### src/rtl/ioctl_feeder.sv
// Download sequencer: paces a host byte stream onto the ioctl_* bus with
// fixed setup, inter-write gap and tail windows so ROM loading is repeatable.
module ioctl_feeder #(
    parameter int SETUP_CYC = 16,
    parameter int WR_GAP    = 4,
    parameter int TAIL_CYC  = 16
) (
    input  logic        clk_sys,
    input  logic        reset_n,
    input  logic        start,
    input  logic [7:0]  index_in,
    input  logic [24:0] len,
    input  logic        abort,
    input  logic        byte_valid,
    input  logic [7:0]  byte_data,
    output logic        byte_ready,
    output logic        ioctl_download,
    output logic        ioctl_wr,
    output logic [24:0] ioctl_addr,
    output logic [7:0]  ioctl_dout,
    output logic [7:0]  ioctl_index,
    input  logic        ioctl_wait,
    output logic        busy,
    output logic        done,
    output logic [2:0]  dbg_state
);

    typedef enum logic [2:0] {
        S_IDLE  = 3'd0,
        S_SETUP = 3'd1,
        S_FETCH = 3'd2,
        S_WRITE = 3'd3,
        S_GAP   = 3'd4,
        S_TAIL  = 3'd5
    } state_t;

    localparam logic [15:0] SETUP_END = 16'(SETUP_CYC - 1);
    localparam logic [15:0] GAP_END   = 16'(WR_GAP - 1);
    localparam logic [15:0] TAIL_END  = 16'(TAIL_CYC - 1);

    state_t      r_state;
    state_t      w_next;
    logic [15:0] r_cnt;
    logic [24:0] r_len;
    logic [24:0] r_count;
    logic        r_byte_ready;
    logic        r_download;
    logic        r_wr;
    logic [24:0] r_addr;
    logic [7:0]  r_dout;
    logic [7:0]  r_index;
    logic        r_busy;
    logic        r_done;
    logic        w_accept;
    logic        w_last;
    logic        w_cnt_run;

    // Host handshake: a byte transfers on a rising edge where byte_valid and
    // byte_ready are both high; byte_ready is registered and only asserted in
    // FETCH, so at most one byte is taken per write slot. abort wins over it.
    assign w_accept  = (r_state == S_FETCH) && byte_valid && r_byte_ready && !abort;
    assign w_last    = (r_count + 25'd1) == r_len;
    assign w_cnt_run = (r_state == S_SETUP) || (r_state == S_TAIL) ||
                       ((r_state == S_GAP) && !ioctl_wait);

    always_ff @(posedge clk_sys or negedge reset_n) begin
        if (!reset_n) begin
            r_state <= S_IDLE;
        end else begin
            r_state <= w_next;
        end
    end

    always_comb begin
        w_next = r_state;
        case (r_state)
            S_IDLE: begin
                if (start && (len != 25'd0)) w_next = S_SETUP;
            end
            S_SETUP: begin
                if (abort)                   w_next = S_TAIL;
                else if (r_cnt == SETUP_END) w_next = S_FETCH;
            end
            S_FETCH: begin
                if (abort)         w_next = S_TAIL;
                else if (w_accept) w_next = S_WRITE;
            end
            S_WRITE: begin
                if (abort || w_last) w_next = S_TAIL;
                else if (WR_GAP == 0) w_next = S_FETCH;
                else                  w_next = S_GAP;
            end
            S_GAP: begin
                if (abort)                                w_next = S_TAIL;
                else if (!ioctl_wait && r_cnt == GAP_END) w_next = S_FETCH;
            end
            S_TAIL: begin
                if (r_cnt == TAIL_END) w_next = S_IDLE;
            end
            default: w_next = S_IDLE;
        endcase
    end

    // Shared window counter restarts on every state change and freezes in GAP
    // while the consumer stalls.
    always_ff @(posedge clk_sys or negedge reset_n) begin
        if (!reset_n) begin
            r_cnt <= 16'd0;
        end else if (w_next != r_state) begin
            r_cnt <= 16'd0;
        end else if (w_cnt_run) begin
            r_cnt <= r_cnt + 16'd1;
        end
    end

    always_ff @(posedge clk_sys or negedge reset_n) begin
        if (!reset_n) begin
            r_len        <= 25'd0;
            r_count      <= 25'd0;
            r_byte_ready <= 1'b0;
            r_download   <= 1'b0;
            r_wr         <= 1'b0;
            r_addr       <= 25'd0;
            r_dout       <= 8'd0;
            r_index      <= 8'd0;
            r_busy       <= 1'b0;
            r_done       <= 1'b0;
        end else begin
            r_wr         <= (w_next == S_WRITE);
            r_byte_ready <= (w_next == S_FETCH) && !ioctl_wait;
            r_busy       <= (w_next != S_IDLE);
            r_done       <= 1'b0;
            case (r_state)
                S_IDLE: begin
                    if (start) begin
                        if (len != 25'd0) begin
                            r_len      <= len;
                            r_index    <= index_in;
                            r_addr     <= 25'd0;
                            r_count    <= 25'd0;
                            r_download <= 1'b1;
                        end else begin
                            r_done <= 1'b1;
                        end
                    end
                end
                S_FETCH: begin
                    if (w_accept) r_dout <= byte_data;
                end
                S_WRITE: begin
                    r_count <= r_count + 25'd1;
                    r_addr  <= r_addr + 25'd1;
                end
                S_TAIL: begin
                    if (w_next == S_IDLE) begin
                        r_download <= 1'b0;
                        r_done     <= 1'b1;
                    end
                end
                default: ;
            endcase
        end
    end

    assign byte_ready     = r_byte_ready;
    assign ioctl_download = r_download;
    assign ioctl_wr       = r_wr;
    assign ioctl_addr     = r_addr;
    assign ioctl_dout     = r_dout;
    assign ioctl_index    = r_index;
    assign busy           = r_busy;
    assign done           = r_done;
    assign dbg_state      = r_state;

endmodule

### config.mk
export PLATFORM = sky130hd
export DESIGN_NAME = ioctl_feeder
export DESIGN_NICKNAME = d
export VERILOG_FILES = /design/src/rtl/ioctl_feeder.sv
export SDC_FILE = /design/constraint.sdc
export NUM_CORES = 1
export LEC_CHECK = 0
export ABC_AREA = 0
export BUFFER_PORTS_ARGS = -buffer_cell sky130_fd_sc_hd__buf_2
export CORE_MARGIN = 4
export CORE_UTILIZATION = 45
export DETAILED_ROUTE_END_ITERATION = 8
export PLACE_DENSITY = 0.67
export REMOVE_ABC_BUFFERS = 1
export SYNTH_ARGS = -nofsm -noshare
export SYNTH_HDL_FRONTEND = slang
export SYNTH_SLANG_ARGS = --single-unit
### constraint.sdc
create_clock -name clk_sys -period 6.9 [get_ports clk_sys]
set_input_delay 0.345 -clock clk_sys [delete_from_list [all_inputs] [get_ports clk_sys]]
set_output_delay 0.345 -clock clk_sys [all_outputs]
set_load 0.01 [all_outputs]
After elaboration in Yosys (flattened, before gate mapping)
Index checks and enable logic that the tools add are counted.

Flip-flop bits (word level): 115. Output and inout bits: 49.

$add $sub $neg: 3. Eq/ne operators: 14. Mux-type cells: 24. Reduce and logical (&&, ||, !) cells: 23.

Operator list (count): $pmux W25 S2 (2); $add A25 B1 Y25 const B (2); $mux W25 (2); $mux W16 (2); $eq A25 B25 Y1 (1); $reduce_bool A25 Y1 (1); $mux W3 (8); $pmux W3 S6 (1); $add A16 B1 Y16 const B (1); $eq A16 B2 Y1 const B (1); $eq A16 B4 Y1 const B (1); $eq A3 B2 Y1 const B (4); $logic_and A1 B1 Y1 (7); $mux W1 (7); $eq A3 B3 Y1 const B (2); $logic_not A3 Y1 (2); $reduce_and A3 Y1 (2); $reduce_bool A2 Y1 (3); $ne A2 B2 Y1 const B (2); $pmux W1 S2 (2); $reduce_and A4 Y1 (1); $eq A3 B1 Y1 const B (1); $logic_or A1 B1 Y1 (3); $ne A3 B3 Y1 (1); 4 further kinds (5).

Depth between registers and ports, before layout
Gate-level depths: netlist (run 1).

Depth after elaboration: 10. Gate-level depth with buffers: 9. Depth with buffers taken out: 8.

Worst setup path after synthesis (run 1)
Ideal clock, no wire load.

Kind: register -> register. Start point: reg r_count[0]. End point: reg r_state[0], in the netlist dbg_state[0]. Cell stages (with the launch flop): 8. Clock period less this slack: 2.488 ns. Data arrival time: 2.385 ns. Slack: 4.412 ns. Required time: 6.797 ns. Cells stage by stage: dfrtp_1 ha_1 nand3_1 nor4_1 xnor2_1 o21ai_0 or4_4 o41ai_2.

Word-level cells in the longest chain between the ends: 5.

RTL lines: start: declaration (line 45) `logic [24:0] r_count;`; start signal: assignment (line 151) `r_count <= r_count + 25'd1;`; $add A25 B1 Y25 (line 62) `assign w_last = (r_count + 25'd1) == r_len;`; $eq A25 B25 Y1 (line 62); $logic_or A1 B1 Y1 (line 89) `if (abort || w_last) w_next = S_TAIL;`; $mux W1 (line 89); $pmux W3 S6 (line 76) `case (r_state)`; named net w_next[0] (line 42) `state_t w_next;`; end signal: assignment (line 70) `r_state <= w_next;`; end: declaration (line 41) `state_t r_state;`.

The timed path passes the listed nets, and every way through them passes these cells. A chain may end at the register's enable or synchronous reset.

Worst setup path after layout (run 1)
Start point: reg r_state[0], in the netlist dbg_state[0]. End point: reg r_addr[24], in the netlist ioctl_addr[24].

Word-level cells in the longest chain between the ends: 3. Elaborated cells between the ends (all ways): 7. Classes of those cells: eq/ne: 3; mux: 1; reduce/logical: 3.

RTL lines: $eq A3 B2 Y1 or $logic_not A3 Y1 (tied branches) (line 133) `case (r_state)`; $reduce_bool A2 Y1 (no line) or $ne A2 B2 Y1 (tied branches); $reduce_and A3 Y1 (no line); end signal: assignment (line 152) `r_addr <= r_addr + 25'd1;`; end: declaration (line 49) `logic [24:0] r_addr;`.

Several ways; a longest one is shown, not always the timed one.

==> impl_metrics.py, run 1 <==
metrics = {
    "run_status": {
        "run_status": "finished, final reports clean",
    },
    "critical_path": {
        "critical_path_class": "reg -> reg",
        "arrival_ns": 3.16,
        "r2r-start": "dbg_state[0]",
        "required_ns": 7.16,
        "rrSetupSlack_ns": 4.00,
        "endpoint_kind": "flip-flop",
        "crit_fanout": 67,
        "crit_path_start_kind": "flip-flop",
        "rr_endpoint": "ioctl_addr[24]",
        "r2r_cells": 8,
    },
    "sta": {
        "hold_viol": 0,
        "rsz0062_at_grt": "no",
        "finalClockSkew_ns": 0.00796,
        "max_freq_ghz": 0.345,
        "post-route-period-util": 0.420,
        "fin_crit_ns": 2.90,
        "finalMaxSlewViolations": 0,
        "hold-worst-slack_ns": 0.143,
        "max_slew_margin": 0.174,
        "setup_viol": 0,
        "tightest_slew_ns": 1.23,
        "fin_tns_setup_ns": 0,
    },
    "synthesis": {
        "synth_cell_type_count": 55,
        "synth-xor-area-share": 0.109,
        "async_reset_ff_frac": 1.00,
        "synth-adder-area-share": 0.00630,
        "synth_area_leaders": "dfrtp_1 48%, mux2_2 7.2%, xnor2_1 6.0%",
        "ys_seq_area_frac": 0.483,
        "synth_top_family_by_area": "simple AND/OR/NAND/NOR gates",
        "synth_edf_count": 0,
        "synth_area_um2": 5960,
        "synthMuxAreaShare": 0.0768,
        "synth_simple_gate_area_frac": 0.206,
        "ys.flop_type": "dfrtp_1",
        "synth_area_leader_cell": "dfrtp_1",
        "ys_ff_latch": 115,
        "yosys.area.top_type_share": 0.483,
        "post_synth.cell_area_avg_um2": 9.89,
        "synth_compound_area_frac": 0.0901,
        "ys.warnings.count": 0,
        "netlist_instances": 603,
    },
    "hold_path": {
        "whs_endpoint": "byte_ready",
        "hold_depth": 2,
        "hp-start": "ioctl_wait",
        "hp-class": "in -> reg",
    },
    "finish": {
        "layout_commonest_cell": "dfrtp_1",
        "area_growth_pct": 20.5,
        "fill_cells": 1079,
        "fin_cells": 877,
        "layout_common_cells": "115 x dfrtp_1, 94 x buf_2, 65 x nor2_1",
        "n_antenna_cell": 0,
        "final_area_um2": 7180,
        "final_nets": 744,
        "drive_above_1_share": 0.252,
    },
    "floorplanning": {
        "initial_core_util": 0.467,
        "die_x_um": 123,
        "rows": 41,
        "fp.dieH_um": 123,
        "die-area_um2": 15200,
        "io_pins": 96,
        "coreArea_um2": 12800,
    },
    "clock_tree": {
        "clock_path_buffers": 2,
        "cts_tree": "yes",
        "clock_tree.root_cell": "clkbuf_16",
        "clk_pin_slew_ns": 0.05,
        "cts_max_level": 4,
        "insertion_delay_ns": 0.41,
        "cts_buffers": 17,
        "cts_setup_buffers": 0,
        "numClockSinks": 115,
        "cts_resized": 0,
    },
    "route": {
        "ant_nets": 0,
        "avgViaCountPerCell": 5.42,
        "drt_iter0_markers": 335,
        "drc": 0,
        "vias": 4755,
        "wl_per_cell_um": 15.9,
        "wl_um": 14000,
        "dr.pass1.iters": 4,
    },
    "grt": {
        "grt_max_degree": 72,
        "gr-total-overflow": 0,
        "grt_pass1_wl_um": 23300,
        "grt_pass1_vias": 4822,
        "grtUsageTotal": 0.197,
        "antenna_found_initial": 1,
    },
    "placement": {
        "dpl.hpwl_um": 9770,
        "globalplace.congestion": 0.915,
        "dp_cells": 846,
        "place_area_um2": 6580,
        "numPortBuffers": 95,
    },
    "flow_run": {
        "max-cap-violations": 0,
    },
    "power": {
        "power_leakage_nw": 3.21,
        "vdd_ir_drop_max_v": 0.000219,
        "report.power.total_w": 0.00391,
        "p_per_area_nw_per_um2": 545,
    },
}
worst max path at each step:
stage / cells past startpoint / start / end
CTS: 8 / r_cnt[0] / r_cnt[8]
floorplan: 7 / dbg_state[0] / ioctl_addr[24]
global placement: 8 / r_cnt[0] / r_cnt[15]
global route: 8 / r_cnt[0] / r_cnt[7]
detailed placement: 8 / dbg_state[0] / ioctl_addr[24]
finish: 8 / dbg_state[0] / ioctl_addr[24]
state kept, by name, indices dropped and copies added, names as in the netlist:
register,count
ioctl_download,1
busy,1
r_len,25
r_count,25
done,1
ioctl_index,8
ioctl_wr,1
byte_ready,1
ioctl_addr,25
ioctl_dout,8
r_cnt,16
dbg_state,3
layout make-up:
cell class / count / area (um2) / area share
Multi-Input combinational cell: 445 / 2920 / 0.407
Sequential cell: 115 / 2880 / 0.401
Timing Repair Buffer: 100 / 518 / 0.0721
Clock buffer: 21 / 460 / 0.0641
Tap cell: 172 / 215 / 0.0300
Clock inverter: 9 / 131 / 0.0183
Inverter: 15 / 56.3 / 0.00784
worst max-delay path: stages (launching register included):
cell,delay [ns]
dfrtp_1,0.54
nor2_1,0.20
nand2_1,0.11
a211oi_4,0.22
buf_4,0.64
o211ai_1,0.41
nor4_1,0.39
xnor2_1,0.16
nor2_1,0.05
cells by family after synthesis:
family / after synthesis
muxes: 41
xor gates and xnor gates: 74
and+or+nand+nor: 237
adders and majority gates: 3
AOI/OAI and AO/OA: 90
buffers and inverters: 43
DFF: 115
report_power, final:
part | switching, W | internal (W) | leakage (nW) | total, W
clock network | 0.000292 | 0.000581 | 0.281 | 0.000873
logic | 0.00106 | 0.000805 | 1.55 | 0.00186
registers | 0.000278 | 0.000899 | 1.38 | 0.00118
total | 0.00163 | 0.00228 | 3.21 | 0.00391
metrics by stage:
step,setup WS [ns],util
global placement,4.06,0.515
floorplan,0.0328,-
CTS,3.97,0.562
finish,4.00,0.562
global route,3.59,0.562
detailed placement,3.99,0.515
Yosys cell counts, types with 14 or more instances:
cell type and instances:
dfrtp_1 115, nor2_1 65, nand2_1 50, o21ai_0 48, xnor2_1 41, mux2_2 38, xor2_1 33, nand3_1 22
nand4_1 18, nor3_1 18, and3_1 17, clkbuf_1 16, inv_1 15, a21oi_1 14
layer usage:
metal | share of wire | vias up | GRT usage
met5 | 0.00086 | - | 0
met4 | 0.014 | 2 | 0.0623
met3 | 0.050 | 23 | 0.0672
met2 | 0.50 | 99 | 0.319
met1 | 0.44 | 2339 | 0.250
li1 | - | 2292 | -
timing repair:
item                       4_1_cts  5_1_grt
hold buffers                     1        0
hold endpoints to repair        44        0
setup endpoints to repair        0        0
Note: power is estimated with default switching activity, not from simulation.
==> inputs of run 2 (changes only) <==
==> constraint.sdc (replaced) <==
create_clock -name clk_sys -period 2.8 [get_ports clk_sys]
set_input_delay 0.14 -clock clk_sys [delete_from_list [all_inputs] [get_ports clk_sys]]
set_output_delay 0.14 -clock clk_sys [all_outputs]
set_load 0.01 [all_outputs]
==> run 2 against run 1 <==
Against the previous run:
- routed wire length rose by 7.9%
- sequential share of layout area decreased by 3.0 points
- non-clock buffer count rose by 58
- largest cell class unchanged
- combinational power increased to 2.6 times the previous value
- worst setup slack got worse by 3.7 ns
- total power rose to 2.5 times the previous value
- via count rose by 4.8%
- global-route usage increased by 1.3 points
==> impl_metrics.py, run 2 (synthesis results as in run 1) <==
metrics = {
    "sta": {
        "finalClockSkew_ns": 0.00852,
        "rsz0062_at_grt": "no",
        "fin_crit_ns": 2.52,
        "hold-worst-slack_ns": 0.157,
        "fin_tns_setup_ns": 0,
        "finalMaxSlewViolations": 0,
        "post-route-period-util": 0.901,
        "setup_viol": 0,
        "tightest_slew_ns": 0.653,
        "hold_viol": 0,
        "max_freq_ghz": 0.396,
        "max_slew_margin": 0.563,
    },
    "power": {
        "power_leakage_nw": 3.48,
        "vdd_ir_drop_max_v": 0.000615,
        "p_per_area_nw_per_um2": 1280,
    },
    "critical_path": {
        "rrSetupSlack_ns": 0.28,
        "slowest_stage": "dfrtp_1",
        "arrival_ns": 2.84,
        "slowest_delay_ns": 0.44,
        "crit_path_start_kind": "flip-flop",
        "crit_chain": "ha_1, nand3_2, nor3_4, and3_1, xnor2_1, a31o_2, or4_4, o41ai_2",
        "critical_path_class": "reg -> reg",
        "crit_fanout": 6,
        "required_ns": 3.12,
        "endpoint_kind": "flip-flop",
    },
    "floorplanning": {
        "io_pins": 96,
        "rows": 41,
        "die-area_um2": 15200,
        "coreArea_um2": 12800,
        "die_x_um": 123,
        "fp.dieH_um": 123,
        "initial_core_util": 0.467,
    },
    "finish": {
        "finalCoreUtilization": 0.607,
        "final_area_um2": 7760,
        "drive_above_1_share": 0.259,
        "layout_commonest_cell": "dfrtp_1",
        "area_growth_pct": 30.1,
        "final_nets": 802,
        "layout_common_cells": "115 x dfrtp_1, 94 x buf_2, 65 x nor2_1",
        "fin_cells": 938,
    },
    "clock_tree": {
        "clk_pin_slew_ns": 0.06,
        "clock_path_buffers": 2,
        "cts_tree": "yes",
        "insertion_delay_ns": 0.42,
        "numClockSinks": 115,
        "cts_buffers": 17,
        "cts_setup_buffers": 0,
        "clock_tree.root_cell": "clkbuf_16",
        "cts_max_level": 4,
    },
    "route": {
        "dr.pass1.iters": 5,
        "drc": 0,
        "vias": 4985,
        "drt_iter0_markers": 308,
        "wl_per_cell_um": 16.1,
        "wl_um": 15100,
        "avgViaCountPerCell": 5.31,
        "ant_nets": 0,
    },
    "placement": {
        "numPortBuffers": 95,
        "dp_cells": 861,
        "globalplace.congestion": 0.907,
        "dpl.hpwl_um": 10400,
        "place_area_um2": 6700,
    },
    "grt": {
        "grt_pass1_vias": 5129,
        "grt_max_degree": 81,
        "grt_pass1_wl_um": 24800,
        "grt_util_met1": 0.255,
        "grtUsageTotal": 0.210,
        "met2_usage": 0.350,
        "gr-usage-met3": 0.0654,
        "antenna_found_initial": 0,
        "grt_busiest_layer": "met2",
        "gr-total-overflow": 0,
    },
    "flow_run": {
        "max-cap-violations": 0,
    },
    "run_status": {
        "run_status": "finished, final reports clean",
    },
    "hold_path": {
        "hp-class": "in -> reg",
    },
}
==> run 2: cell type report <==
type	instances	area [um2]
fillers	1074	5020
flip-flops and latches	115	2880
clock buffers	21	480
diodes	1	2.50
clock inverters	11	124
well taps	172	215
repair buffers	158	1070
inverters	15	56.3
multi-input cells	445	2930
==> run 2: power by group <==
group | switching, W | internal, W
clock network | 0.000786 | 0.00141
registers | 0.000658 | 0.00221
logic | 0.00268 | 0.00221
total | 0.00412 | 0.00583
==> run 2: worst max-delay path, delay by kind of cell (launching register included) <==
| kind | cells | cell delay [ns] |
|---|---|---|
| AND/OR/NAND/NOR | 4 | 1.06 |
| flip-flops | 1 | 0.44 |
| XOR/XNOR | 1 | 0.11 |
| adder cells (fa/ha/maj) | 1 | 0.28 |
| AO/OA/AOI/OAI | 2 | 0.54 |
==> run 2: repair_timing <==
item | in CTS | in global routing
gates resized for setup | 0 | 1
hold buffers | 44 | 0
hold endpoints to repair | 78 | 0
endpoints found under the setup margin | 0 | 1
==> run 2: per-stage QoR <==
step	total power, W	setup WS [ns]
2_1_floorplan	0.00627	-4.07
3_3_place_gp	0.00757	0.316
3_5_place_dp	0.00768	0.213
4_1_cts	0.00997	0.194
5_1_grt	0.0107	0.0701
6_report	0.00995	0.278
==> run 2: path summary, 6_finish.rpt <==
check / cells past startpoint / end / startpoint
worst min register to register: 1 / ioctl_dout[1] / ioctl_dout[1]
worst max-delay path: 8 / dbg_state[0] / r_count[0]
worst max register to register: 8 / dbg_state[0] / r_count[0]
max in group asynchronous: 3 / r_count[9] / reset_n
min in group asynchronous: 2 / ioctl_addr[1] / reset_n
worst min-delay path: 3 / dbg_state[1] / abort
==> run 2: per-layer routing <==
metal  share of wire  wire length [um]
met1            0.43              6430
met2            0.50              7540
met3           0.053               794
met4           0.020               307
met5               0                 0
